File: config.mk
export PLATFORM = sky130hd
export DESIGN_NAME = bus_arbiter_flat
export DESIGN_NICKNAME = d
export VERILOG_FILES = /design/src/rtl/bus_arb_pkg.sv /design/src/rtl/bus_arbiter_if.sv /design/src/rtl/arb_hold_timer.sv /design/src/rtl/bus_arbiter.sv /design/src/flat_wrapper.sv
export SDC_FILE = /design/constraint.sdc
export NUM_CORES = 1
export LEC_CHECK = 0
export CORE_MARGIN = 3
export CORE_UTILIZATION = 43
export CTS_CLUSTER_DIAMETER = 80
export DETAILED_ROUTE_END_ITERATION = 10
export PLACE_DENSITY = 0.72
export SETUP_SLACK_MARGIN = 0.4
export SYNTH_ARGS = -nofsm -noshare
export SYNTH_HDL_FRONTEND = slang
export SYNTH_SLANG_ARGS = --single-unit
File: constraint.sdc
create_clock -name clk -period 3.2 [get_ports clk]
set_input_delay 0.32 -clock clk [delete_from_list [all_inputs] [get_ports clk]]
set_output_delay 0.32 -clock clk [all_outputs]
set_load 0.05 [all_outputs]
File: src/rtl/bus_arb_pkg.sv
// Shared arbitration types for the system bus: arbiter state encoding and master IDs,
// also used by the bus mux to decode bus_sel.
package bus_arb_pkg;

    typedef enum logic [1:0] {
        StIdle    = 2'd0,
        StGrantM1 = 2'd1,
        StGrantM2 = 2'd2
    } arb_state_e;

    localparam logic MASTER1 = 1'b0;
    localparam logic MASTER2 = 1'b1;

    function automatic arb_state_e grant_state(input logic master);
        return (master == MASTER2) ? StGrantM2 : StGrantM1;
    endfunction

endpackage

File: src/rtl/bus_arbiter_if.sv
// Request/grant bundle between the two bus masters and the arbiter.
interface bus_arbiter_if;

    logic m1_req;
    logic m1_lock;
    logic m2_req;
    logic m2_lock;
    logic txn_done;
    logic m1_grant;
    logic m2_grant;
    logic bus_sel;
    logic bus_busy;
    logic timeout_pulse;

    modport master (
        output m1_req, m1_lock, m2_req, m2_lock, txn_done,
        input  m1_grant, m2_grant, bus_sel, bus_busy, timeout_pulse
    );

    modport slave (
        input  m1_req, m1_lock, m2_req, m2_lock, txn_done,
        output m1_grant, m2_grant, bus_sel, bus_busy, timeout_pulse
    );

endinterface

File: src/rtl/arb_hold_timer.sv
// Saturating hold counter for a bus grant; expired_o flags the cycle whose increment
// would bring the count to MAX_HOLD.
module arb_hold_timer #(
    parameter int unsigned MAX_HOLD = 64
) (
    input  logic clk,
    input  logic reset,
    input  logic clr_i,
    input  logic en_i,
    output logic expired_o
);

    localparam int unsigned CntW = $clog2(MAX_HOLD + 1);
    localparam logic [CntW-1:0] CntMax  = CntW'(MAX_HOLD);
    localparam logic [CntW-1:0] CntLast = CntW'(MAX_HOLD - 1);

    logic [CntW-1:0] cnt_q, cnt_d;

    always_comb begin
        cnt_d = cnt_q;
        if (clr_i) begin
            cnt_d = '0;
        end else if (en_i && (cnt_q != CntMax)) begin
            cnt_d = cnt_q + CntW'(1);
        end
    end

    assign expired_o = en_i && !clr_i && (cnt_q == CntLast);

    always_ff @(posedge clk or negedge reset) begin
        if (!reset) begin
            cnt_q <= '0;
        end else begin
            cnt_q <= cnt_d;
        end
    end

endmodule

File: src/rtl/bus_arbiter.sv
// Two-master system bus arbiter: fixed or round-robin tie-break, bounded locked bursts,
// and revocation of grants that stall past the hold timeout.
module bus_arbiter
    import bus_arb_pkg::*;
#(
    parameter int unsigned PRIORITY_MODE = 1,
    parameter int unsigned MAX_HOLD      = 64,
    parameter int unsigned LOCK_MAX      = 4
) (
    input logic          clk,
    input logic          reset,
    bus_arbiter_if.slave bus
);

    localparam int unsigned LockW = (LOCK_MAX > 1) ? $clog2(LOCK_MAX) : 1;
    localparam logic [LockW-1:0] LockLast = LockW'(LOCK_MAX - 1);

    arb_state_e      state_q, state_d;
    logic [LockW-1:0] lock_q, lock_d;
    logic [1:0]      ban_q, ban_d;
    logic            last_q, last_d;
    logic            sel_q, sel_d;
    logic            timeout_q, timeout_d;
    logic            m1_grant_q, m2_grant_q, busy_q;

    logic [1:0] req, lock, elig;
    logic       pick, owner, rel, hold_expired, timer_clr, timer_en;

    assign req   = {bus.m2_req, bus.m1_req};
    assign lock  = {bus.m2_lock, bus.m1_lock};
    assign elig  = req & ~ban_q;
    assign owner = (state_q == StGrantM2) ? MASTER2 : MASTER1;

    // Counter restarts on every entry into a grant and on each completed transaction.
    assign timer_clr = (state_q == StIdle) || bus.txn_done;
    assign timer_en  = (state_q != StIdle);

    arb_hold_timer #(
        .MAX_HOLD(MAX_HOLD)
    ) u_hold_timer (
        .clk      (clk),
        .reset    (reset),
        .clr_i    (timer_clr),
        .en_i     (timer_en),
        .expired_o(hold_expired)
    );

    always_comb begin
        pick = MASTER1;
        if (elig[0] && elig[1]) begin
            pick = (PRIORITY_MODE != 0) ? ~last_q : MASTER1;
        end else if (elig[1]) begin
            pick = MASTER2;
        end
    end

    always_comb begin
        state_d   = state_q;
        lock_d    = lock_q;
        last_d    = last_q;
        sel_d     = sel_q;
        timeout_d = 1'b0;
        ban_d     = ban_q & req;
        rel       = 1'b0;

        unique case (state_q)
            StIdle: begin
                lock_d = '0;
                if (|elig) begin
                    state_d = grant_state(pick);
                    sel_d   = pick;
                end
            end
            StGrantM1, StGrantM2: begin
                // Dropping req outranks everything, then txn_done, then the hold timeout.
                if (!req[owner]) begin
                    rel = 1'b1;
                end else if (bus.txn_done) begin
                    if (!lock[owner] || ((lock_q == LockLast) && req[~owner])) begin
                        rel = 1'b1;
                    end else if (lock_q != LockLast) begin
                        lock_d = lock_q + LockW'(1);
                    end
                end else if (hold_expired) begin
                    rel          = 1'b1;
                    timeout_d    = 1'b1;
                    ban_d[owner] = 1'b1;
                end
                if (rel) begin
                    state_d = StIdle;
                    last_d  = owner;
                    lock_d  = '0;
                end
            end
            default: begin
                state_d = StIdle;
            end
        endcase
    end

    always_ff @(posedge clk or negedge reset) begin
        if (!reset) begin
            state_q    <= StIdle;
            lock_q     <= '0;
            ban_q      <= '0;
            last_q     <= MASTER2;
            sel_q      <= MASTER1;
            timeout_q  <= 1'b0;
            m1_grant_q <= 1'b0;
            m2_grant_q <= 1'b0;
            busy_q     <= 1'b0;
        end else begin
            state_q    <= state_d;
            lock_q     <= lock_d;
            ban_q      <= ban_d;
            last_q     <= last_d;
            sel_q      <= sel_d;
            timeout_q  <= timeout_d;
            m1_grant_q <= (state_d == StGrantM1);
            m2_grant_q <= (state_d == StGrantM2);
            busy_q     <= (state_d != StIdle);
        end
    end

    assign bus.m1_grant      = m1_grant_q;
    assign bus.m2_grant      = m2_grant_q;
    assign bus.bus_sel       = sel_q;
    assign bus.bus_busy      = busy_q;
    assign bus.timeout_pulse = timeout_q;

endmodule

File: src/flat_wrapper.sv
// flat-port wrapper written by rule: the top's interface ports become plain ports
module bus_arbiter_flat import bus_arb_pkg::*;
#(
    parameter int unsigned PRIORITY_MODE = 1,
    parameter int unsigned MAX_HOLD      = 64,
    parameter int unsigned LOCK_MAX      = 4
)
  (clk, reset, bus_m1_req, bus_m1_lock, bus_m2_req, bus_m2_lock, bus_txn_done, bus_m1_grant, bus_m2_grant, bus_bus_sel, bus_bus_busy, bus_timeout_pulse);
  bus_arbiter_if bus_i ();
  input logic clk;
  input logic reset;
  input wire logic [$bits(bus_i.m1_req)-1:0] bus_m1_req;
  input wire logic [$bits(bus_i.m1_lock)-1:0] bus_m1_lock;
  input wire logic [$bits(bus_i.m2_req)-1:0] bus_m2_req;
  input wire logic [$bits(bus_i.m2_lock)-1:0] bus_m2_lock;
  input wire logic [$bits(bus_i.txn_done)-1:0] bus_txn_done;
  output wire logic [$bits(bus_i.m1_grant)-1:0] bus_m1_grant;
  output wire logic [$bits(bus_i.m2_grant)-1:0] bus_m2_grant;
  output wire logic [$bits(bus_i.bus_sel)-1:0] bus_bus_sel;
  output wire logic [$bits(bus_i.bus_busy)-1:0] bus_bus_busy;
  output wire logic [$bits(bus_i.timeout_pulse)-1:0] bus_timeout_pulse;
  assign bus_i.m1_req = bus_m1_req;
  assign bus_i.m1_lock = bus_m1_lock;
  assign bus_i.m2_req = bus_m2_req;
  assign bus_i.m2_lock = bus_m2_lock;
  assign bus_i.txn_done = bus_txn_done;
  assign bus_m1_grant = bus_i.m1_grant;
  assign bus_m2_grant = bus_i.m2_grant;
  assign bus_bus_sel = bus_i.bus_sel;
  assign bus_bus_busy = bus_i.bus_busy;
  assign bus_timeout_pulse = bus_i.timeout_pulse;
  bus_arbiter #(.PRIORITY_MODE(PRIORITY_MODE), .MAX_HOLD(MAX_HOLD), .LOCK_MAX(LOCK_MAX)) u_core (.clk(clk), .reset(reset), .bus(bus_i));
endmodule
Yosys cells after proc, flatten, opt, wreduce, memory -nomap -nowiden:

Cells that the tools add are included.

* multipliers: 0
* shifts and indexed selects: 0
* bitwise operators: 6
* muxes and demuxes: 35
* magnitude comparators: 3
* $add $sub $neg: 2
* reduce and logical (&&, ||, !) cells: 20
* equality and inequality tests: 12
* divide/modulo/power cells: 0

Operator list (number)
* $mux 2: 12
* $mux 1: 18
* $mux 7: 2
* $pmux 2 s2: 2
* $reduce_bool 2->1: 4
* $add 7x1->7 const B: 1
* $eq 7x6->1 const B: 1
* $ne 7x7->1 const B: 1
* $eq 2x2->1 const B: 3
* $logic_and 1x1->1: 6
* $ne 3x1->1 const B: 2
* $reduce_and 5->1: 1
* $and 2x2->2: 2
* $eq 2x1->1 const B: 2
* $lt 1x2->1 const B: 2
* $reduce_and 2->1: 2
* $reduce_or 2->1: 2
* $ne 3x2->1 const B: 1
* $ne 3x3->1 const B: 1
* $add 2x1->2 const B: 1
* $logic_not 1->1: 2
* $logic_not 2->1: 1
* $logic_or 1x1->1: 2
* $ne 2x2->1 const B: 1
* 5 further kinds: 6

* bits in read-only memories: 0
* memories: 0
* memory bits (writable): 0
* register bits after elaboration: 19
* bits in latches: 0

Logic depth before layout (Yosys ltp):

* depth in word-level cells: 14
* gate-level depth with buffers: 7
* mapped depth without buffers: 7

Cells and area by module:

A second synthesis with hierarchy kept.

* cell total of the unflattened synthesis: 117
* area total of the unflattened synthesis: 1168.6 µm²

Modules (own cells, without submodules)
* bus_arbiter: area each 729.4 µm², cells each 71, instances 1, seq. area each 301.5 µm²
* arb_hold_timer: area each 439.2 µm², cells each 46, instances 1, seq. area each 175.2 µm²

Least setup slack after synthesis:

Ideal clock, no wire load.

* kind: flip-flop to flip-flop
* start point: register u_core.state_q[0]
* end point: register u_core.m2_grant_q, in the netlist u_core.bus.m2_grant
* stages on the path, launching flop included: 8
* slack: 1442 ps
* library setup time: 80 ps
* period minus slack after synthesis: 1758 ps
* arrival: 1678 ps
* data required time: 3120 ps
* buffers on the path: 0
* path through: dfrtp_1 > inv_1 > ha_1 > mux2i_1 > nor2_1 > and4_1 > a211oi_2 > nor3b_2

* longest elaborated chain between the ends: 13
* elaborated cells between the ends (all ways): 28
* those cells by class: 3 x eq/ne; 15 x mux; 10 x reduce/logical

RTL lines
* start, declared: line bus_arbiter.sv:18 `arb_state_e state_q, state_d;`
* start signal, assigned: line bus_arbiter.sv:103 `state_q <= StIdle;`
* start signal, assigned: line bus_arbiter.sv:113 `state_q <= state_d;`
* $eq 2x2->1 *: line bus_arbiter.sv:32 `assign owner = (state_q == StGrantM2) ? MASTER2 : MASTER1;`
* $mux 1 *: line bus_arbiter.sv:32
* net u_core.owner: line bus_arbiter.sv:27 `logic pick, owner, rel, hold_expired, timer_clr, timer_en;`
* $mux 1 (not written as such) (2 in series): line bus_arbiter.sv:79 `if (!lock[owner] || ((lock_q == LockLast) && req[~owner])) begin`
* $logic_not 1->1 / $logic_and 1x1->1 (equally long branches): line bus_arbiter.sv:79
* $logic_or 1x1->1: line bus_arbiter.sv:79
* $mux 1: line bus_arbiter.sv:79
* $mux 1: line bus_arbiter.sv:78 `end else if (bus.txn_done) begin`
* $mux 1 *: line bus_arbiter.sv:76 `if (!req[owner]) begin`
* $mux 1 *: line bus_arbiter.sv:66 `unique case (state_q)`
* $mux 2 *: line bus_arbiter.sv:89 `if (rel) begin`
* $pmux 2 s2 *: line bus_arbiter.sv:66
* $eq 2x2->1 *: line bus_arbiter.sv:120 `m2_grant_q <= (state_d == StGrantM2);`
* end signal, assigned: line bus_arbiter.sv:120
* end, declared: line bus_arbiter.sv:24 `logic m1_grant_q, m2_grant_q, busy_q;`

Mark *: on every way through the listed nets, which the timed path passes. The rest lies on a longest branch. The select of a mux whose other input is x is not followed.
A chain may end at the register's enable or synchronous reset.

Worst setup path in the final report:

Ends and elaborated chain as after synthesis.

==> summary.txt <==
Status - complete, no violations
Rel. slew slack - 43.8%
Area of the multi-input gates - 494 um^2
Layout cells sized above 1 - 8.47%
Vias per std cell - 5.26
Max Transition Viols Final - 0
CTS root buffer - clkbuf_4
Clock share of power - 14.0%
Critical Path Max Stage Delay - 0.44 ns
Grt total ovfl - 0
Dominant cells by area after synthesis - dfrtp_1 45%, ha_1 7.4%, nor2_1 4.1%
Routability cong. - 0.794
Internal power - 0.000495 W
Sw Pwr - 0.000373 W
Register area share after synthesis - 47.3%
FP Rows - 16
CP Capture Type - flop
Drt wl/cell - 13.1 um
Core area - 2080 um^2
Diodes inserted - 0
Post-synth top cells - 18 x dfrtp_1, 11 x nor2_1, 10 x nand2_1
Clock Latency Late Sink - 0.30 ns
Clk pin slew, worst setup/hold paths - 0.11 ns
Switch share - 43.0%
Cell with the most instances after synthesis - dfrtp_1
Cts repair resizes - 0
# DRC - 0
Setup TNS - 0 ns
Number of buffers created by CTS - 3
Worst R2R Start - u_core.state_q[0]
Initial Util - 48.4%
Post-synth EDFFs - 0
DRT iter0 DRCs - 12
Max capacitance violation total - 0
Vias in the first global route - 795
R2R depth - 7
Slew @ Worst Pin - 0.840 ns
Final setup violation count - 0
CP arrival - 2.26 ns
Pre-Repair DR Iteration Count - 4
Ys flop type - dfrtp_1
FFs w/ async S/R, synth - 100%
Crit-path slowest cell - dfrtp_1
Syn_area_per_cell - 9.70 um^2
Netlist cell types - 33
Worst VDD drop - 0.000547 V
Seq pwr share - 38.3%
Final Hold Fails - 0
DIE AREA - 2960 um^2
Fin crit share - 63.2%
Post-CTS Setup Bufs - 0
Crit path kind - reg -> reg
Synth warn - 0
Post-synth top area cell - dfrtp_1
Worst-path maximum fanout - 7
Min Tclk post-route - 2.02 ns
Mapped cell area - 1010 um^2
Reg-to-reg setup timing slack - 1.18 ns
Reg-to-Reg End - u_core.bus.m2_grant
Lkg Pwr - 0.501 nW
Hpwl dp - 1420 um
Final #Nets - 132
Height of the die - 54.4 um
RSZ-0062 raised after global routing - false
Synth Register Bits - 19
Worst Setup SP - u_core.state_q[0]
Power Density - 738 nW/um^2
I/O pins - 12
Largest net degree at the start of global routing - 20
Area grow syn2layout - 16.6%
Cells after Synth - 104
CP Data Required Time - 3.44 ns
Family with the most delay on the worst path - simple AND/OR/NAND/NOR gates
Via count - 762
Worst min-delay path class - in -> async
Crit-path cells - inv_1, ha_1, mux2i_1, nor2_1, and4_1, a211oi_2, nor3b_2
CTS tree - built
Clock Sinks - 19
Critical path endpoint - u_core.bus.m2_grant
Clock Skew - 0.00778 ns
H-tree level count - 1
Critical path depth in cells - 7
First-pass GRT wire length - 3470 um
Fill cells - 199
FF/Latch Area - 477 um^2
Final WL - 1900 um
Fmax achieved - 495 MHz
Total track usage - 17.3%
Number of buffers and inverters on the critical path - 1
Antenna viol nets, final - 0
Post-synth net total - 117
Clock Tree Buf Depth - 2
PortBufs - 11
Initial antenna violation count - 0
CP startpoint kind - flop
Hold Slack - 0.485 ns
Logic pwr share - 47.6%
Area share of the largest cell type after synthesis - 44.7%
Die Width - 54.4 um
CTS Hold Buffers Added - 0
## registers in the layout, summed over array words and instances (netlist names), 2 cells and up
register                   count
u_core.lock_q                  2
u_core.u_hold_timer.cnt_q      7
u_core.ban_q                   2
u_core.state_q                 2
## metal layers
layer / GRT usage [%] / part of all wire [%] / routed length [um] / vias to the layer above
met5: 0 / 0 / 0 / -
met2: 27.5 / 45 / 863 / 10
met1: 19.8 / 47 / 899 / 357
met4: 9.96 / 2.5 / 48 / 0
met3: 6.27 / 4.8 / 92 / 4
li1: - / - / - / 391
## cell type report
| cell class | count | area share (%) |
|---|---|---|
| clock buffers | 3 | 1.91 |
| flip-flops and latches | 19 | 40.5 |
| well taps | 27 | 2.87 |
| repair buffers | 11 | 9.36 |
| inverters | 9 | 2.87 |
| multi-input cells | 75 | 42.0 |
| clock inverters | 1 | 0.426 |
## how the worst min path moves through the flow
stage / cells after the start / to / slack (ns) / start
after CTS: 1 / u_core.u_hold_timer.cnt_q[2] / 0.50 / reset
after global routing: 1 / u_core.u_hold_timer.cnt_q[2] / 0.53 / reset
final: 1 / u_core.lock_q[1] / 0.48 / reset
after floorplan: 0 / u_core.ban_q[0] / 0.02 / reset
after global placement: 1 / u_core.lock_q[0] / 0.47 / u_core.lock_q[0]
after detailed placement: 1 / u_core.bus.bus_sel / 0.49 / u_core.bus.bus_sel
## cell families (layout without fill, tap and decap cells)
kind of cell | count (synthesis) | count (layout) | synth area share [%]
compound gates | 22 | 22 | 14.5
mux | 3 | 3 | 3.10
xor+xnor | 4 | 4 | 3.47
flops | 19 | 19 | 47.3
simple gates | 40 | 40 | 20.5
buf+inv | 10 | 24 | 3.72
fa+ha+maj | 6 | 6 | 7.44
## stage by stage
stage               total power [W]  std cells  area, um^2  worst slack [ns]  util [%]
floorplan                  0.000630        104        1010              1.44         -
global placement           0.000736        141        1150              1.17      55.2
detailed placement         0.000749        141        1150              1.16      55.2
CTS                        0.000877        145        1180              1.19      56.5
global route               0.000942        145        1180              1.00      56.5
finish                     0.000868        145        1180              1.18      56.5
## cell usage in the layout (no fill, tap or decap), drive strengths merged, types with 2 or more instances in the layout
cell and count:
ha 6, nand2 10, xor2 3, mux2i 2
nor2b 2, and4 2, nand3b 2, nor3 2
o21ai 5, inv 9, or3 2, a22o 2
clkbuf 3, a21oi 7, clkdlybuf4s50 11, nand3 4
nor2 11, dfrtp 18
## power by group through the flow
| stage | Sequential [W] | Clock, W | Combinational (W) |
|---|---|---|---|
| finish | 0.000333 | 0.000122 | 0.000413 |
| floorplan | 0.000415 | 0 | 0.000215 |
| global placement | 0.000336 | 0 | 0.000400 |
| CTS | 0.000333 | 0.000130 | 0.000414 |
| global route | 0.000339 | 0.000143 | 0.000460 |
| detailed placement | 0.000337 | 0 | 0.000412 |
No activity file was read; power rests on OpenSTA's default activity.
